File: src/rtl/fft8_pkg.sv
// Shared constants, bank-state encoding and bit-reverse helper for the 8-point FFT
// output reorder path.
package fft8_pkg;

  localparam int DW_DEF = 32;
  localparam int N      = 8;
  localparam int LOG2N  = 3;

  typedef enum logic [1:0] {
    BANK_FILL  = 2'd0,
    BANK_FULL  = 2'd1,
    BANK_DRAIN = 2'd2
  } bank_state_e;

  function automatic logic [LOG2N-1:0] bit_rev(input logic [LOG2N-1:0] k);
    logic [LOG2N-1:0] r;
    for (int i = 0; i < LOG2N; i++) begin
      r[i] = k[LOG2N-1-i];
    end
    return r;
  endfunction

endpackage

File: src/rtl/fft8_reorder_out_if.sv
// Butterfly-pair input and natural-order sample output of fft8_reorder_out.
// master = producer/consumer environment, slave = the reorder block.
interface fft8_reorder_out_if
  import fft8_pkg::*;
#(
  parameter int DW = DW_DEF
) ();

  logic                 in_valid;
  logic                 in_ready;
  logic [1:0]           in_idx;
  logic [DW-1:0]        in_a;
  logic [DW-1:0]        in_b;
  logic                 out_valid;
  logic                 out_ready;
  logic [DW-1:0]        out_data;
  logic [LOG2N-1:0]     out_idx;
  logic                 out_last;
  logic                 dup_err;

  modport master (
    output in_valid, in_idx, in_a, in_b, out_ready,
    input  in_ready, out_valid, out_data, out_idx, out_last, dup_err
  );

  modport slave (
    input  in_valid, in_idx, in_a, in_b, out_ready,
    output in_ready, out_valid, out_data, out_idx, out_last, dup_err
  );

endinterface

File: src/rtl/fft8_reorder_bank.sv
// One 8-sample reorder bank: storage addressed {idx,lsb}, a 4-bit pair fill mask and
// the FILL/FULL/DRAIN life cycle of the frame it holds.
module fft8_reorder_bank
  import fft8_pkg::*;
#(
  parameter int DW = DW_DEF
) (
  input  logic             clk,
  input  logic             rst_n,
  input  logic             wr_en_i,
  input  logic [1:0]       wr_idx_i,
  input  logic [DW-1:0]    wr_a_i,
  input  logic [DW-1:0]    wr_b_i,
  input  logic             rd_sel_i,
  input  logic             release_i,
  input  logic [LOG2N-1:0] rd_addr_i,
  output bank_state_e      state_o,
  output logic [3:0]       mask_o,
  output logic [DW-1:0]    rd_data_o
);

  bank_state_e   state_q, state_d;
  logic [3:0]    mask_q, mask_d;
  logic [3:0]    wr_oh;
  logic [DW-1:0] mem_q [N];

  assign wr_oh = 4'b0001 << wr_idx_i;

  always_ff @(posedge clk or negedge rst_n) begin
    if (!rst_n) begin
      state_q <= BANK_FILL;
      mask_q  <= '0;
    end else begin
      state_q <= state_d;
      mask_q  <= mask_d;
    end
  end

  // Storage carries no reset: a discarded frame is simply overwritten later.
  always_ff @(posedge clk) begin
    if (wr_en_i && (state_q == BANK_FILL)) begin
      mem_q[{wr_idx_i, 1'b0}] <= wr_a_i;
      mem_q[{wr_idx_i, 1'b1}] <= wr_b_i;
    end
  end

  always_comb begin
    state_d = state_q;
    mask_d  = mask_q;
    unique case (state_q)
      BANK_FILL: begin
        if (wr_en_i) begin
          mask_d = mask_q | wr_oh;
          if ((mask_q | wr_oh) == 4'hF) begin
            state_d = BANK_FULL;
          end
        end
      end
      BANK_FULL: begin
        if (release_i) begin
          state_d = BANK_FILL;
          mask_d  = '0;
        end else if (rd_sel_i) begin
          state_d = BANK_DRAIN;
        end
      end
      BANK_DRAIN: begin
        if (release_i) begin
          state_d = BANK_FILL;
          mask_d  = '0;
        end
      end
      default: begin
        state_d = BANK_FILL;
        mask_d  = '0;
      end
    endcase
  end

  always_comb begin
    state_o   = state_q;
    mask_o    = mask_q;
    rd_data_o = mem_q[rd_addr_i];
  end

endmodule

File: src/rtl/fft8_reorder_out.sv
// Reorders bit-reversed final-stage butterfly pairs of an 8-point FFT into natural bin
// order. FFT8_REORDER_PINGPONG_EN selects two banks (fill overlaps drain); default is one.
module fft8_reorder_out
  import fft8_pkg::*;
#(
  parameter int DW = DW_DEF
) (
  input  logic                     clk,
  input  logic                     rst_n,
  fft8_reorder_out_if.slave        bus
);

`ifdef FFT8_REORDER_PINGPONG_EN
  localparam int NB = 2;
`else
  localparam int NB = 1;
`endif

  bank_state_e      bank_st   [NB];
  logic [3:0]       bank_mask [NB];
  logic [DW-1:0]    bank_rd   [NB];
  logic [NB-1:0]    bank_we;
  logic [NB-1:0]    bank_sel;
  logic [NB-1:0]    bank_rel;

  bank_state_e      wr_st;
  bank_state_e      rd_st;
  logic [3:0]       wr_mask;
  logic [DW-1:0]    rd_data;
  logic [3:0]       idx_oh;
  logic             in_ready_w;
  logic             accept;
  logic             complete;
  logic             out_valid_w;
  logic             out_hs;
  logic             last_hs;
  logic [LOG2N-1:0] rd_addr;

  logic [LOG2N-1:0] k_q, k_d;
  logic             dup_q, dup_d;
`ifdef FFT8_REORDER_PINGPONG_EN
  logic             wr_ptr_q, wr_ptr_d;
  logic             rd_ptr_q, rd_ptr_d;
`endif

  for (genvar b = 0; b < NB; b++) begin : g_bank
    fft8_reorder_bank #(.DW(DW)) u_bank (
      .clk       (clk),
      .rst_n     (rst_n),
      .wr_en_i   (bank_we[b]),
      .wr_idx_i  (bus.in_idx),
      .wr_a_i    (bus.in_a),
      .wr_b_i    (bus.in_b),
      .rd_sel_i  (bank_sel[b]),
      .release_i (bank_rel[b]),
      .rd_addr_i (rd_addr),
      .state_o   (bank_st[b]),
      .mask_o    (bank_mask[b]),
      .rd_data_o (bank_rd[b])
    );
  end

  // Write/read bank views; a single bank serves both sides.
  always_comb begin
`ifdef FFT8_REORDER_PINGPONG_EN
    wr_st   = bank_st[wr_ptr_q];
    wr_mask = bank_mask[wr_ptr_q];
    rd_st   = bank_st[rd_ptr_q];
    rd_data = bank_rd[rd_ptr_q];
`else
    wr_st   = bank_st[0];
    wr_mask = bank_mask[0];
    rd_st   = bank_st[0];
    rd_data = bank_rd[0];
`endif
  end

  always_comb begin
    idx_oh      = 4'b0001 << bus.in_idx;
    in_ready_w  = (wr_st == BANK_FILL);
    accept      = bus.in_valid && in_ready_w;
    complete    = accept && ((wr_mask | idx_oh) == 4'hF);
    out_valid_w = (rd_st != BANK_FILL);
    out_hs      = out_valid_w && bus.out_ready;
    last_hs     = out_hs && (k_q == 3'd7);
    rd_addr     = bit_rev(k_q);
    k_d         = out_hs ? k_q + 3'd1 : k_q;
    dup_d       = accept && wr_mask[bus.in_idx];
  end

  always_comb begin
`ifdef FFT8_REORDER_PINGPONG_EN
    wr_ptr_d = wr_ptr_q ^ complete;
    rd_ptr_d = rd_ptr_q ^ last_hs;
    for (int b = 0; b < NB; b++) begin
      bank_we[b]  = accept && (wr_ptr_q == 1'(b));
      bank_sel[b] = (rd_ptr_q == 1'(b));
      bank_rel[b] = last_hs && (rd_ptr_q == 1'(b));
    end
`else
    bank_we[0]  = accept;
    bank_sel[0] = 1'b1;
    bank_rel[0] = last_hs;
`endif
  end

  always_ff @(posedge clk or negedge rst_n) begin
    if (!rst_n) begin
      k_q      <= '0;
      dup_q    <= 1'b0;
`ifdef FFT8_REORDER_PINGPONG_EN
      wr_ptr_q <= 1'b0;
      rd_ptr_q <= 1'b0;
`endif
    end else begin
      k_q      <= k_d;
      dup_q    <= dup_d;
`ifdef FFT8_REORDER_PINGPONG_EN
      wr_ptr_q <= wr_ptr_d;
      rd_ptr_q <= rd_ptr_d;
`endif
    end
  end

  // Output fields are read straight from the held bank, so they stay put while stalled.
  always_comb begin
    bus.in_ready  = in_ready_w;
    bus.out_valid = out_valid_w;
    bus.out_data  = out_valid_w ? rd_data : '0;
    bus.out_idx   = k_q;
    bus.out_last  = out_valid_w && (k_q == 3'd7);
    bus.dup_err   = dup_q;
  end

endmodule

File: src/flat_wrapper.sv
// flat-port wrapper written by rule: the top's interface ports become plain ports
module fft8_reorder_out_flat import fft8_pkg::*;
#(
  parameter int DW = DW_DEF
)
  (clk, rst_n, bus_in_valid, bus_in_idx, bus_in_a, bus_in_b, bus_out_ready, bus_in_ready, bus_out_valid, bus_out_data, bus_out_idx, bus_out_last, bus_dup_err);
  fft8_reorder_out_if #(.DW(DW)) bus_i ();
  input  logic clk;
  input  logic rst_n;
  input wire logic [$bits(bus_i.in_valid)-1:0] bus_in_valid;
  input wire logic [$bits(bus_i.in_idx)-1:0] bus_in_idx;
  input wire logic [$bits(bus_i.in_a)-1:0] bus_in_a;
  input wire logic [$bits(bus_i.in_b)-1:0] bus_in_b;
  input wire logic [$bits(bus_i.out_ready)-1:0] bus_out_ready;
  output wire logic [$bits(bus_i.in_ready)-1:0] bus_in_ready;
  output wire logic [$bits(bus_i.out_valid)-1:0] bus_out_valid;
  output wire logic [$bits(bus_i.out_data)-1:0] bus_out_data;
  output wire logic [$bits(bus_i.out_idx)-1:0] bus_out_idx;
  output wire logic [$bits(bus_i.out_last)-1:0] bus_out_last;
  output wire logic [$bits(bus_i.dup_err)-1:0] bus_dup_err;
  assign bus_i.in_valid = bus_in_valid;
  assign bus_i.in_idx = bus_in_idx;
  assign bus_i.in_a = bus_in_a;
  assign bus_i.in_b = bus_in_b;
  assign bus_i.out_ready = bus_out_ready;
  assign bus_in_ready = bus_i.in_ready;
  assign bus_out_valid = bus_i.out_valid;
  assign bus_out_data = bus_i.out_data;
  assign bus_out_idx = bus_i.out_idx;
  assign bus_out_last = bus_i.out_last;
  assign bus_dup_err = bus_i.dup_err;
  fft8_reorder_out #(.DW(DW)) u_core (.clk(clk), .rst_n(rst_n), .bus(bus_i));
endmodule
File: config.mk
export PLATFORM = sky130hd
export DESIGN_NAME = fft8_reorder_out_flat
export DESIGN_NICKNAME = d
export VERILOG_FILES = /design/src/rtl/fft8_pkg.sv /design/src/rtl/fft8_reorder_out_if.sv /design/src/rtl/fft8_reorder_bank.sv /design/src/rtl/fft8_reorder_out.sv /design/src/flat_wrapper.sv
export SDC_FILE = /design/constraint.sdc
export NUM_CORES = 1
export LEC_CHECK = 0
export CORE_AREA = 2 2 243 149
export DETAILED_ROUTE_END_ITERATION = 12
export DIE_AREA = 0 0 245 151
export GPL_TIMING_DRIVEN = 0
export MAX_ROUTING_LAYER = met4
export SLEW_MARGIN = 10
export SYNTH_ARGS = -nofsm -noshare
export SYNTH_HDL_FRONTEND = slang
export SYNTH_SLANG_ARGS = --single-unit
File: constraint.sdc
create_clock -name clk -period 7.4 [get_ports clk]
set_input_delay 1.11 -clock clk [delete_from_list [all_inputs] [get_ports clk]]
set_output_delay 1.11 -clock clk [all_outputs]
set_load 0.03 [all_outputs]
==> impl_summary.md, run 1 <==
Floorplan
The vertical die dimension is 151 um. In this run the standard cell core region covers 34700 um2. The number of placement rows is 53. For this design the top-level I/O count stands at 109.

The die outline width is 245 um. The total die area is roughly 37000 um2. The starting density of the core is 0.298.

Place
The final estimated routing congestion in global placement is about 0.76. The placed wire-length estimate is ~15000 um. The quantity of I/O buffers inserted on ports is between 100 and 150. Including well taps, the total number of placed cells is around 1100.

Once placement finished, the instance area stood at 12200 um2.

Global route
The maximum number of pins on one net before global-route repair is 29. The first-pass GRT wire length is ~34000 um. The number of antenna violations at the first check in global routing is 1.

The total overflow left after global routing is 0. The number of global-route vias before repair is ~5200. The overall global routing resource usage is 0.127.

Finish
Once layout is complete, the utilization of the core stands at 0.377. The net count of the finished layout is a little under 700. The count of filler cells inserted in the layout is roughly 3200. Excluding fillers, the count of instances in the completed layout stands at 1106. The signed area change from the synthesized netlist to the final layout is 26.3%. The final non-filler cell area is about 13000 um2. The fraction of layout instances using a drive strength above 1 is 0.227.

Synth
The arithmetic-cell share of the synthesized area counting full adders, half adders and majority gates is 0.00605. The post-synthesis instance total is between 400 and 500. Yosys instantiated no cell more often than sky130_fd_sc_hd__edfxtp_1. The commonest cells after synthesis are 256 x sky130_fd_sc_hd__edfxtp_1, 64 x sky130_fd_sc_hd__mux4_2, 41 x sky130_fd_sc_hd__nor2_1.

The synthesized design contains about 260 enable-type register cells. The mean area per synthesized cell is between 20 and 25 um2. The share of the synthesized area in compound gates (AO/OA/AOI/OAI) is 0.00690.

The proportion of synthesized flip-flops having asynchronous set or reset is 0.0376. After synthesis, the largest family of logic cells by area is multiplexers. Ranked by total cell area, the synthesized netlist is headed by sky130_fd_sc_hd__edfxtp_1 74%, sky130_fd_sc_hd__mux4_2 14%, sky130_fd_sc_hd__mux2i_1 3.3%. The warning count from the yosys run is 0. The share of synthesized area in the top cell type comes to 0.743.

The portion of synthesized area spent on multiplexers is 0.177. The most used flip-flop cell after synthesis is sky130_fd_sc_hd__edfxtp_1. The area share of xor/xnor cells in the synthesized design is 0.000847. The register bit total from synthesis is between 200 and 300.

The total standard cell area after synthesis is ~10000 um2. The number of distinct standard cells referenced by the synthesized netlist is 28. The net count after synthesis is between 500 and 600. Of the total synthesized cell area, the portion taken by AND, OR, NAND and NOR gates is 0.0231. Of the synthesized area, sequential elements account for 0.768. The post-synthesis cell type with the largest combined area is sky130_fd_sc_hd__edfxtp_1.

Routing
The total wirelength of the detailed-routed design is between 20000 and 25000 um. The initial DRC count is around 290. Dividing the detail-routed wire length by the instance count gives between 15 and 20 um. The pre-antenna-repair detailed-routing pass consisted of 4 iterations. For this block, the via count after detailed routing is approximately 5000. The via density per instance is 4.46.

The number of nets still failing antenna checks after routing is 0. The count of unresolved DRC violations after routing is 0.

Timing
At the pin with the least slew margin, the transition time is between 800 and 900 ps. The relative max-transition margin is 0.463. Derived from the worst setup path, the maximum achievable clock frequency is roughly 240 MHz. Dividing the final minimum period by the clock period gives 0.553. Setup repair after global routing left no endpoint under its margin. The clock tree skew after final layout is approximately 7.5 ps. The number of endpoints with negative hold slack in the final report is 0. The final count of negative-setup-slack endpoints is 0. The number of pins exceeding their max-slew limit in the final report is 0. Counting I/O delays and the setup requirement, the final critical path takes between 4000 and 5000 ps.

Power
The design internal power is around 3.3 mW. In this run the power density over the cells is about 360 nW/um2. The final total power is 4.66 mW. The power spent charging and discharging nets is 1.41 mW. The fraction of power spent switching nets is 0.302. The share of total power dissipated in the clock network is 0.283. The part of the power in combinational logic is 0.325.

The leakage power summed over all cells is about 4.3 nW. The worst supply voltage drop on vdd is around 150 uV. Of the total power, registers draw 0.392.

Critical path
STA puts the critical path data arrival time at about 3000 ps. The worst setup path is launched from a flip-flop. The kind of end point of the critical path is a primary output. Data on the critical path is required at its endpoint by ~6300 ps. Along the worst path, the maximum fanout reaches 10. The kind of critical path is reg -> out.

Clocking
The register clock-pin slew on the reported worst setup and hold paths is 60 ps. The depth of the CTS H-tree is 1. The clock sink count is 266. In this run the clock root is driven by a sky130_fd_sc_hd__clkbuf_16. Hold repair after CTS inserted 0 buffers. The post-CTS setup buffer count is 0. Clock tree synthesis inserted a total of 27 buffers.

In this run, post-CTS repair resized a total of 0 instances. The insertion delay to the later sink of the worst-skew pair is approximately 530 ps. The longest clock path from root to sink contains 3 buffers. The TritonCTS clock tree is done.

Run
The number of maximum-capacitance violations is 0.

Worst hold path
The min-delay analysis places its worst path in the category reg -> reg.

Run status
The run finished with clean final reports.
## metrics by stage
step                hold slack, ps  worst slack (ps)  setup TNS (ps)
floorplan                      494              1090               0
finish                         564              3310               0
detailed placement             547              3780               0
global route                   578              3080               0
global placement               541             -2970         -363450
CTS                            560              3190               0
## cell families after synthesis
family          count (synthesis)
mux                           101
xor+xnor                        1
compound gates                 10
fa+ha+maj                       5
flops                         266
buf+inv                        28
simple gates                   56
## final cells by class
| type | count | area, um2 | share of cell area |
|---|---|---|---|
| Sequential cell | 266 | 7940 | 0.608 |
| Multi-Input combinational cell | 173 | 2240 | 0.171 |
| Timing Repair Buffer | 124 | 1260 | 0.0963 |
| Clock buffer | 32 | 694 | 0.0532 |
| Tap cell | 467 | 584 | 0.0447 |
| Buffer | 24 | 176 | 0.0135 |
| Clock inverter | 15 | 155 | 0.0119 |
| Inverter | 4 | 15.0 | 0.00115 |
| Antenna cell | 1 | 2.50 | 0.000192 |
## routing by layer
layer,vias to the layer above,part of all wire,global-route usage,wire [um]
met1,2539,0.50,0.180,10900
met3,32,0.053,0.0322,1160
met2,113,0.43,0.185,9540
met4,0,0.020,0.0265,431
met5,-,0,-,0
li1,2246,-,-,-
## worst paths after layout
check,startpoint,endpoint,slack [ps],depth (start not counted)
setup / recovery,u_core.g_bank[0].u_bank.state_o[0],bus_out_data[20],3310,6
hold / removal,u_core.g_bank[0].u_bank.mask_o[1],u_core.g_bank[0].u_bank.mask_o[1],560,2
setup reg to reg,u_core.g_bank[0].u_bank.state_o[0],u_core.g_bank[0].u_bank.mem_q[0][13],4550,8
hold reg to reg,u_core.g_bank[0].u_bank.mask_o[1],u_core.g_bank[0].u_bank.mask_o[1],560,2
max in group asynchronous,rst_n,u_core.g_bank[0].u_bank.state_o[1],6170,1
min in group asynchronous,rst_n,u_core.bus.dup_err,910,1
## cell usage in the layout, fill, tap and decap left out, types with 3 or more instances in the layout
| cell type | Yosys | final |
|---|---|---|
| sky130_fd_sc_hd__bufinv_16 | 0 | 3 |
| sky130_fd_sc_hd__buf_2 | 13 | 13 |
| sky130_fd_sc_hd__clkbuf_16 | 0 | 27 |
| sky130_fd_sc_hd__dfrtp_1 | 10 | 10 |
| sky130_fd_sc_hd__inv_1 | 4 | 4 |
| sky130_fd_sc_hd__nand2_1 | 4 | 4 |
| sky130_fd_sc_hd__clkdlybuf4s50_1 | 0 | 106 |
| sky130_fd_sc_hd__mux2i_1 | 34 | 34 |
| sky130_fd_sc_hd__ha_1 | 5 | 5 |
| sky130_fd_sc_hd__clkinv_2 | 0 | 5 |
| sky130_fd_sc_hd__mux4_2 | 64 | 64 |
| sky130_fd_sc_hd__buf_12 | 2 | 6 |
| sky130_fd_sc_hd__buf_4 | 0 | 11 |
| sky130_fd_sc_hd__nor2b_1 | 4 | 4 |
| sky130_fd_sc_hd__clkbuf_1 | 5 | 10 |
| sky130_fd_sc_hd__a21oi_1 | 3 | 3 |
| sky130_fd_sc_hd__edfxtp_1 | 256 | 256 |
| sky130_fd_sc_hd__nor2_1 | 41 | 39 |
| sky130_fd_sc_hd__clkinv_1 | 0 | 4 |
| sky130_fd_sc_hd__buf_6 | 2 | 5 |
## power by group through the flow
stage / Clock [mW] / Sequential [mW] / Combinational (mW)
finish: 1.32 / 1.83 / 1.52
global route: 1.42 / 1.84 / 1.66
CTS: 1.36 / 1.83 / 1.57
detailed placement: 0 / 1.86 / 1.57
global placement: 0 / 1.88 / 1.53
floorplan: 0 / 1.88 / 1.00
## worst max-delay path: stages, from the launching register on
cell and delay, ps:
sky130_fd_sc_hd__dfrtp_1 390, sky130_fd_sc_hd__inv_1 110, sky130_fd_sc_hd__ha_1 210, sky130_fd_sc_hd__buf_2 260
sky130_fd_sc_hd__clkbuf_1 640, sky130_fd_sc_hd__nor2_1 190, sky130_fd_sc_hd__clkdlybuf4s50_1 640
## sequential cells by signal, summed over array words and instances (netlist names)
| signal | count |
|---|---|
| u_core.bus.dup_err | 1 |
| u_core.bus.out_idx | 3 |
| u_core.g_bank.u_bank.mask_o | 4 |
| u_core.g_bank.u_bank.mem_q | 256 |
| u_core.g_bank.u_bank.state_o | 2 |
No activity file was read; power rests on OpenSTA's default activity.
==> inputs of run 2 (changes only) <==
clock period = 3.85 ns   (was 7.4 ns; I/O delays follow)
==> impl_summary.md, run 2 (synthesis results as in run 1) <==
Run status
The flow ran to the end, and the final reports show no timing, DRC or antenna violations.

Finish
Relative to the synthesized area, the layout overhead comes to 27.0%. The final net count is 689. The most flop-heavy register is u_core.g_bank.u_bank.mem_q.

The register with the most flip-flops in the layout has ~260 of them. The most common library cell in the layout ignoring fill and taps is sky130_fd_sc_hd__edfxtp_1. Leaving out filler cells and counting taps, the final layout contains 1101. 0 antenna diodes ended up in the layout.

The count of filler cells inserted in the layout is approximately 3100. The final non-filler cell area is ~13000 um2. In the layout the commonest cells are 256 x sky130_fd_sc_hd__edfxtp_1, 106 x sky130_fd_sc_hd__clkdlybuf4s50_1, 64 x sky130_fd_sc_hd__mux4_2.

The utilization after layout is 0.379. The fraction of layout instances using a drive strength above 1 is 0.224.

Floorplan
The die outline width is between 200 and 250 um. For this configuration, the core starts out at a cell density of 0.298. The core area is ~35000 um2. For this design the top-level I/O count stands at ~110. The total die area is approximately 37000 um2.

The number of placement rows is 53. The vertical die dimension is between 150 and 200 um.

Timing
Setup violations remaining at the end of the flow were counted as 0. After layout, the minimum clock period comes to roughly 3600 ps. At the pin with the least slew margin, the transition time is 814 ps.

Based on the critical path, the design can be clocked at up to 278 MHz. The smallest setup slack after layout is between 200 and 300 ps. The number of pins exceeding their max-slew limit in the final report is 0. Across the routed clock network, the largest skew measured is between 9 and 10 ps. The number of endpoints with negative hold slack in the final report came to 0. The relative max-transition margin is 0.458. Setup repair after global routing left no endpoint under its margin. The part of the cycle the worst path needs is 0.934.

Worst hold path
In this run the worst hold path is classified as in -> async.

Routing
Before antenna repair, the detailed router went through 4 iterations. The wire length per cell is between 15 and 20 um. Using the TritonRoute via totals, the vias-per-cell ratio works out to 4.52. The detailed router finished its first iteration with 380 violations. Wires add up to roughly 22000 um. The number of nets still failing antenna checks after routing is 0. The count of unresolved DRC violations after routing is 0. The final route contains slightly below 5000 vias.

Critical path
The critical path in this run is classified as reg -> out. The peak fanout along the critical path is 10. The worst endpoint data arrival time is 3020 ps. For the worst setup path, the data required time is between 3000 and 4000 ps. The critical path startpoint category is a flip-flop. The kind of end point of the critical path is a primary output.

Place
After legalization and detailed placement, the total HPWL measured about 15000 um. Port buffering added approximately 110 buffers. The cell area after placement is around 12000 um2.

After detailed placement, the design holds a cell count of 1053. The final estimated routing congestion in global placement is 0.783. The worst-case setup slack after placement is approximately 600 ps.

Power
The power per cell area is between 600 and 700 nW/um2. The worst supply voltage drop on vdd is between 300 and 400 uV. Summed over all cells, the static leakage comes to roughly 4.3 nW.

The final total power is about 9.0 mW.

Global route
After global routing, the most crowded layer is met2. The overall global routing resource usage is 0.124. Entering global routing, the biggest net connects 29 pins.

For met2 alone, demand over resource in global routing was 0.185. The number of antenna violations at the first check in global routing came to 0. The first global-routing pass estimated roughly 33000 um of wire.

For met1 alone, demand over resource in global routing was 0.176. The number of global-route vias before repair came to between 5000 and 6000. The routing usage on met3 is 0.0294. For this run the aggregate overflow at the end of global routing stands at 0.

Clocking
The insertion delay to the later sink of the worst-skew pair is ~530 ps. In this run the clock root is driven by a sky130_fd_sc_hd__clkbuf_16. After clock tree synthesis, the clock-pin slew on the worst setup and hold paths is 70 ps. The number of gates given a new drive strength after cts is 0. The maximum buffer depth of the clock tree is 3. The post-CTS setup buffer count is 0.

In this run, CTS created clock tree buffers numbering 26. CTS built an H-tree with a depth of 1. The number of buffers inserted by hold repair at cts is 0. The clock sink count is 266. TritonCTS built the clock tree.

Run
Max-cap violations in this run came to 0.
[run 2: report_power, final]
part | internal (mW) | total, mW | switching [mW]
logic | 1.36 | 2.94 | 1.58
registers | 3.43 | 3.51 | 0.0843
clock network | 1.48 | 2.53 | 1.05
total | 6.26 | 8.98 | 2.72
[run 2: area by class of cell]
class | instances | area (um2) | area share
Buffer | 24 | 176 | 0.0134
Clock buffer | 30 | 687 | 0.0523
Clock inverter | 18 | 174 | 0.0132
Inverter | 4 | 15.0 | 0.00114
Multi-Input combinational cell | 173 | 2250 | 0.171
Sequential cell | 266 | 7940 | 0.604
Tap cell | 467 | 584 | 0.0445
Timing Repair Buffer | 119 | 1310 | 0.100
[run 2: through the flow]
stage | TNS (ps) | hold WS (ps)
finish | 0 | 377
global route | 0 | 391
CTS | 0 | 382
detailed placement | 0 | 577
global placement | -606870 | 536
floorplan | -99980 | 282
[run 2: metal layers]
metal  share of wire  wire length [um]
met1            0.49             10700
met2            0.45              9700
met3           0.052              1140
met4           0.012               265
met5               0                 0
[run 2: path summary, 6_finish.rpt]
kind                                                    startpoint                                  end  slack (ps)  cells past startpoint
worst min register to register   u_core.g_bank[0].u_bank.mask_o[1]    u_core.g_bank[0].u_bank.mask_o[1]         580                      2
worst max-delay path            u_core.g_bank[0].u_bank.state_o[0]                      bus_out_data[8]         250                      6
worst min-delay path                                         rst_n   u_core.g_bank[0].u_bank.state_o[1]         380                      1
max in group asynchronous                                    rst_n                u_core.bus.out_idx[1]        3140                      1
worst max register to register  u_core.g_bank[0].u_bank.state_o[0]  u_core.g_bank[0].u_bank.mem_q[1][9]         780                     10
min in group clk                                     bus_in_idx[1]    u_core.g_bank[0].u_bank.mask_o[2]         470                      3
[run 2: worst max-delay path, cell delays in order, from the launching register on]
cell                              delay, ps
sky130_fd_sc_hd__dfrtp_1                390
sky130_fd_sc_hd__inv_1                  100
sky130_fd_sc_hd__ha_1                   220
sky130_fd_sc_hd__buf_2                  280
sky130_fd_sc_hd__clkbuf_1               650
sky130_fd_sc_hd__nor2_1                 200
sky130_fd_sc_hd__clkdlybuf4s50_1        650
==> inputs of run 3 (changes only) <==
RECOVER_POWER = 50   (was default)
==> impl_summary.md, run 3 (synthesis results as in run 1) <==
Floorplan
The total die area is between 30000 and 40000 um2. The die outline width is ~250 um. The die is roughly 150 um tall. The top-level port count is 109.

For this configuration, the core starts out at a cell density of 0.298. The number of placement rows is 53. The core area is about 35000 um2.

Global route
The maximum number of pins on one net before global-route repair is 29. The number of global-route vias before repair is roughly 5300. The first global-routing pass estimated 32900 um of wire. In the global route stage, overall resource usage came out at 0.124. The residual overflow from global routing is 0. The number of antenna violations at the first check in global routing was 2.

Finish
The non-filler instance count after layout is about 1100. The top cell types in the final layout, fill and taps aside, are 256 x sky130_fd_sc_hd__edfxtp_1, 65 x sky130_fd_sc_hd__dlygate4sd3_1, 64 x sky130_fd_sc_hd__mux4_2. The most flop-heavy register is u_core.g_bank.u_bank.mem_q.

The final net count is between 600 and 700. Of the cells placed in the final design, the portion with a size suffix greater than 1 is 0.222. The number of flip-flops in the largest register is roughly 260. Leaving out fill and tap cells, the most frequent cell in the layout is sky130_fd_sc_hd__edfxtp_1. The signed area change from the synthesized netlist to the final layout is 27.0%.

Power
The power per cell area is a little under 700 nW/um2. The part of the power in combinational logic is 0.326. The design internal power is 6.25 mW. Of the total power, the share spent switching nets is 0.303. The completed layout was analyzed and its total power is 8.96 mW. The share of total power dissipated in the clock network is 0.282. The worst supply voltage drop on vdd is roughly 330 uV. The sequential group share of total power is 0.391. The leakage power summed over all cells is between 4 and 5 nW.

The power spent charging and discharging nets is around 2.7 mW.

Timing
The number of pins exceeding their max-slew limit in the final report is 0. Based on the critical path, the design can be clocked at up to ~280 MHz. The number of endpoints with negative hold slack in the final report is 0. Adding up every negative setup slack in the final design gives 0 ps.

Setup violations remaining at the end of the flow were counted as 0. Setup repair after global routing left no endpoint under its margin. The worst hold-check slack is approximately 450 ps. The slew of the pin with the lowest slew margin is 1320 ps. In the finished design, the share of the clock period the worst path needs comes to 0.936. The clock period minus worst slack is between 3000 and 4000 ps. The smallest setup slack after layout is around 250 ps. The relative max-transition margin is 0.119. Clock skew on the completed layout was measured at 8.28 ps.

Critical path
Tracing the worst setup path back leads to its startpoint at u_core.g_bank[0].u_bank.state_o[0]. The critical path is of the reg -> out type. On the worst path, the slowest cell contributes a delay of ~660 ps. The peak fanout along the critical path is 10. The critical path goes through inv_1 -> ha_1 -> buf_2 -> clkbuf_1 -> nor2_1 -> clkdlybuf4s50_1. For the worst setup path, the data required time is 3270 ps.

Among cell families on the critical path, the largest total delay comes from buffers and inverters. The launch instance of the worst register-to-register path is u_core.g_bank[0].u_bank.state_o[0]. At the worst endpoint, the arrival time is ~3000 ps. The library cell contributing the largest single delay on the critical path is sky130_fd_sc_hd__clkbuf_1. The worst setup path is captured at a primary output. The critical path startpoint category is a flip-flop. The critical path contains buffers and inverters numbering 4 combined.

Clocking
The post-CTS setup buffer count is 0. Counting every sink on the clock net gives 266. The maximum buffer depth of the clock tree is 3.

The clock root buffer is sky130_fd_sc_hd__clkbuf_16. The later pin in the worst-skew pair is clocked with a latency of ~530 ps. The depth of the CTS H-tree is 1. For this design, the CTS-stage hold fixing added 0 buffers. In this run, CTS created clock tree buffers numbering 26. The register clock-pin slew on the reported worst setup and hold paths is ~60 ps. TritonCTS built the clock tree. The number of gates given a new drive strength after cts is 0.

Place
The quantity of I/O buffers inserted on ports is roughly 110. The final estimated routing congestion in global placement is around 0.8. The worst-case setup slack after placement is 601 ps. After detailed placement, the design holds a cell count of 1053. The placed wire-length estimate is 15100 um.

Routing
The wire length per cell is between 15 and 20 um. The first routing iteration left between 300 and 400 violations. In the routed design, unresolved DRC markers number 0. The first detailed-routing pass took 4 iterations. Using the TritonRoute via totals, the vias-per-cell ratio works out to between 4 and 5. The count of vias placed by the detailed router is between 4000 and 5000. After detailed routing, the total wire length is 21700 um. Once detail routing completed, the nets flagged for antenna violations numbered 0.

Run status
The run finished with clean final reports.

Worst hold path
The min-delay analysis places its worst path in the category in -> async.

Run
The number of maximum-capacitance violations is 0.
-- run 3: worst reg2reg max path, cell delays in order (launching register included) --
cell                      delay [ps]
sky130_fd_sc_hd__dfrtp_1         390
sky130_fd_sc_hd__inv_1           100
sky130_fd_sc_hd__ha_1            220
sky130_fd_sc_hd__buf_2           270
sky130_fd_sc_hd__nand2_1         240
sky130_fd_sc_hd__nor3_4          620
sky130_fd_sc_hd__buf_8           250
sky130_fd_sc_hd__buf_8           170
sky130_fd_sc_hd__buf_8           180
sky130_fd_sc_hd__buf_8           170
sky130_fd_sc_hd__buf_8           170
-- run 3: path summary, 6_finish.rpt --
| check | cells after the start | slack [ps] | to |
|---|---|---|---|
| worst max register to register | 10 | 780 | u_core.g_bank[0].u_bank.mem_q[1][9] |
| min in group clk | 3 | 480 | u_core.g_bank[0].u_bank.mask_o[2] |
| worst min register to register | 2 | 590 | u_core.g_bank[0].u_bank.state_o[1] |
| worst min-delay path | 1 | 450 | u_core.bus.dup_err |
| max in group asynchronous | 1 | 3070 | u_core.bus.out_idx[1] |
| worst max-delay path | 6 | 250 | bus_out_data[7] |
-- run 3: through the flow --
stage | util | area, um2
3_3_place_gp | 0.346 | 12000
5_1_grt | 0.379 | 13100
4_1_cts | 0.379 | 13100
3_5_place_dp | 0.354 | 12300
6_report | 0.379 | 13100
2_1_floorplan | - | 10400
-- run 3: routing by layer --
layer	vias to the layer above	track usage	wire (um)
met5	-	-	0
met4	0	0.0210	271
met3	24	0.0294	1370
met2	137	0.185	9680
met1	2571	0.176	10400
li1	2227	-	-
-- run 3: power by group through the flow --
| stage | logic, mW | registers [mW] | clock network [mW] |
|---|---|---|---|
| after floorplan | 1.93 | 3.60 | 0 |
| after global routing | 3.16 | 3.53 | 2.72 |
| after CTS | 3.01 | 3.51 | 2.61 |
| final | 2.92 | 3.51 | 2.53 |
| after detailed placement | 3.01 | 3.57 | 0 |
| after global placement | 2.92 | 3.60 | 0 |
-- run 3: cell type report --
cell class / count / area (um2)
fill: 3137 / 21500
buffer: 24 / 176
sequential: 266 / 7940
tap: 467 / 584
timing repair buffer: 119 / 1310
antenna: 2 / 5.00
clock inverter: 18 / 174
clock buffer: 30 / 687
inverter: 4 / 15.0
multi-input combinational: 173 / 2240
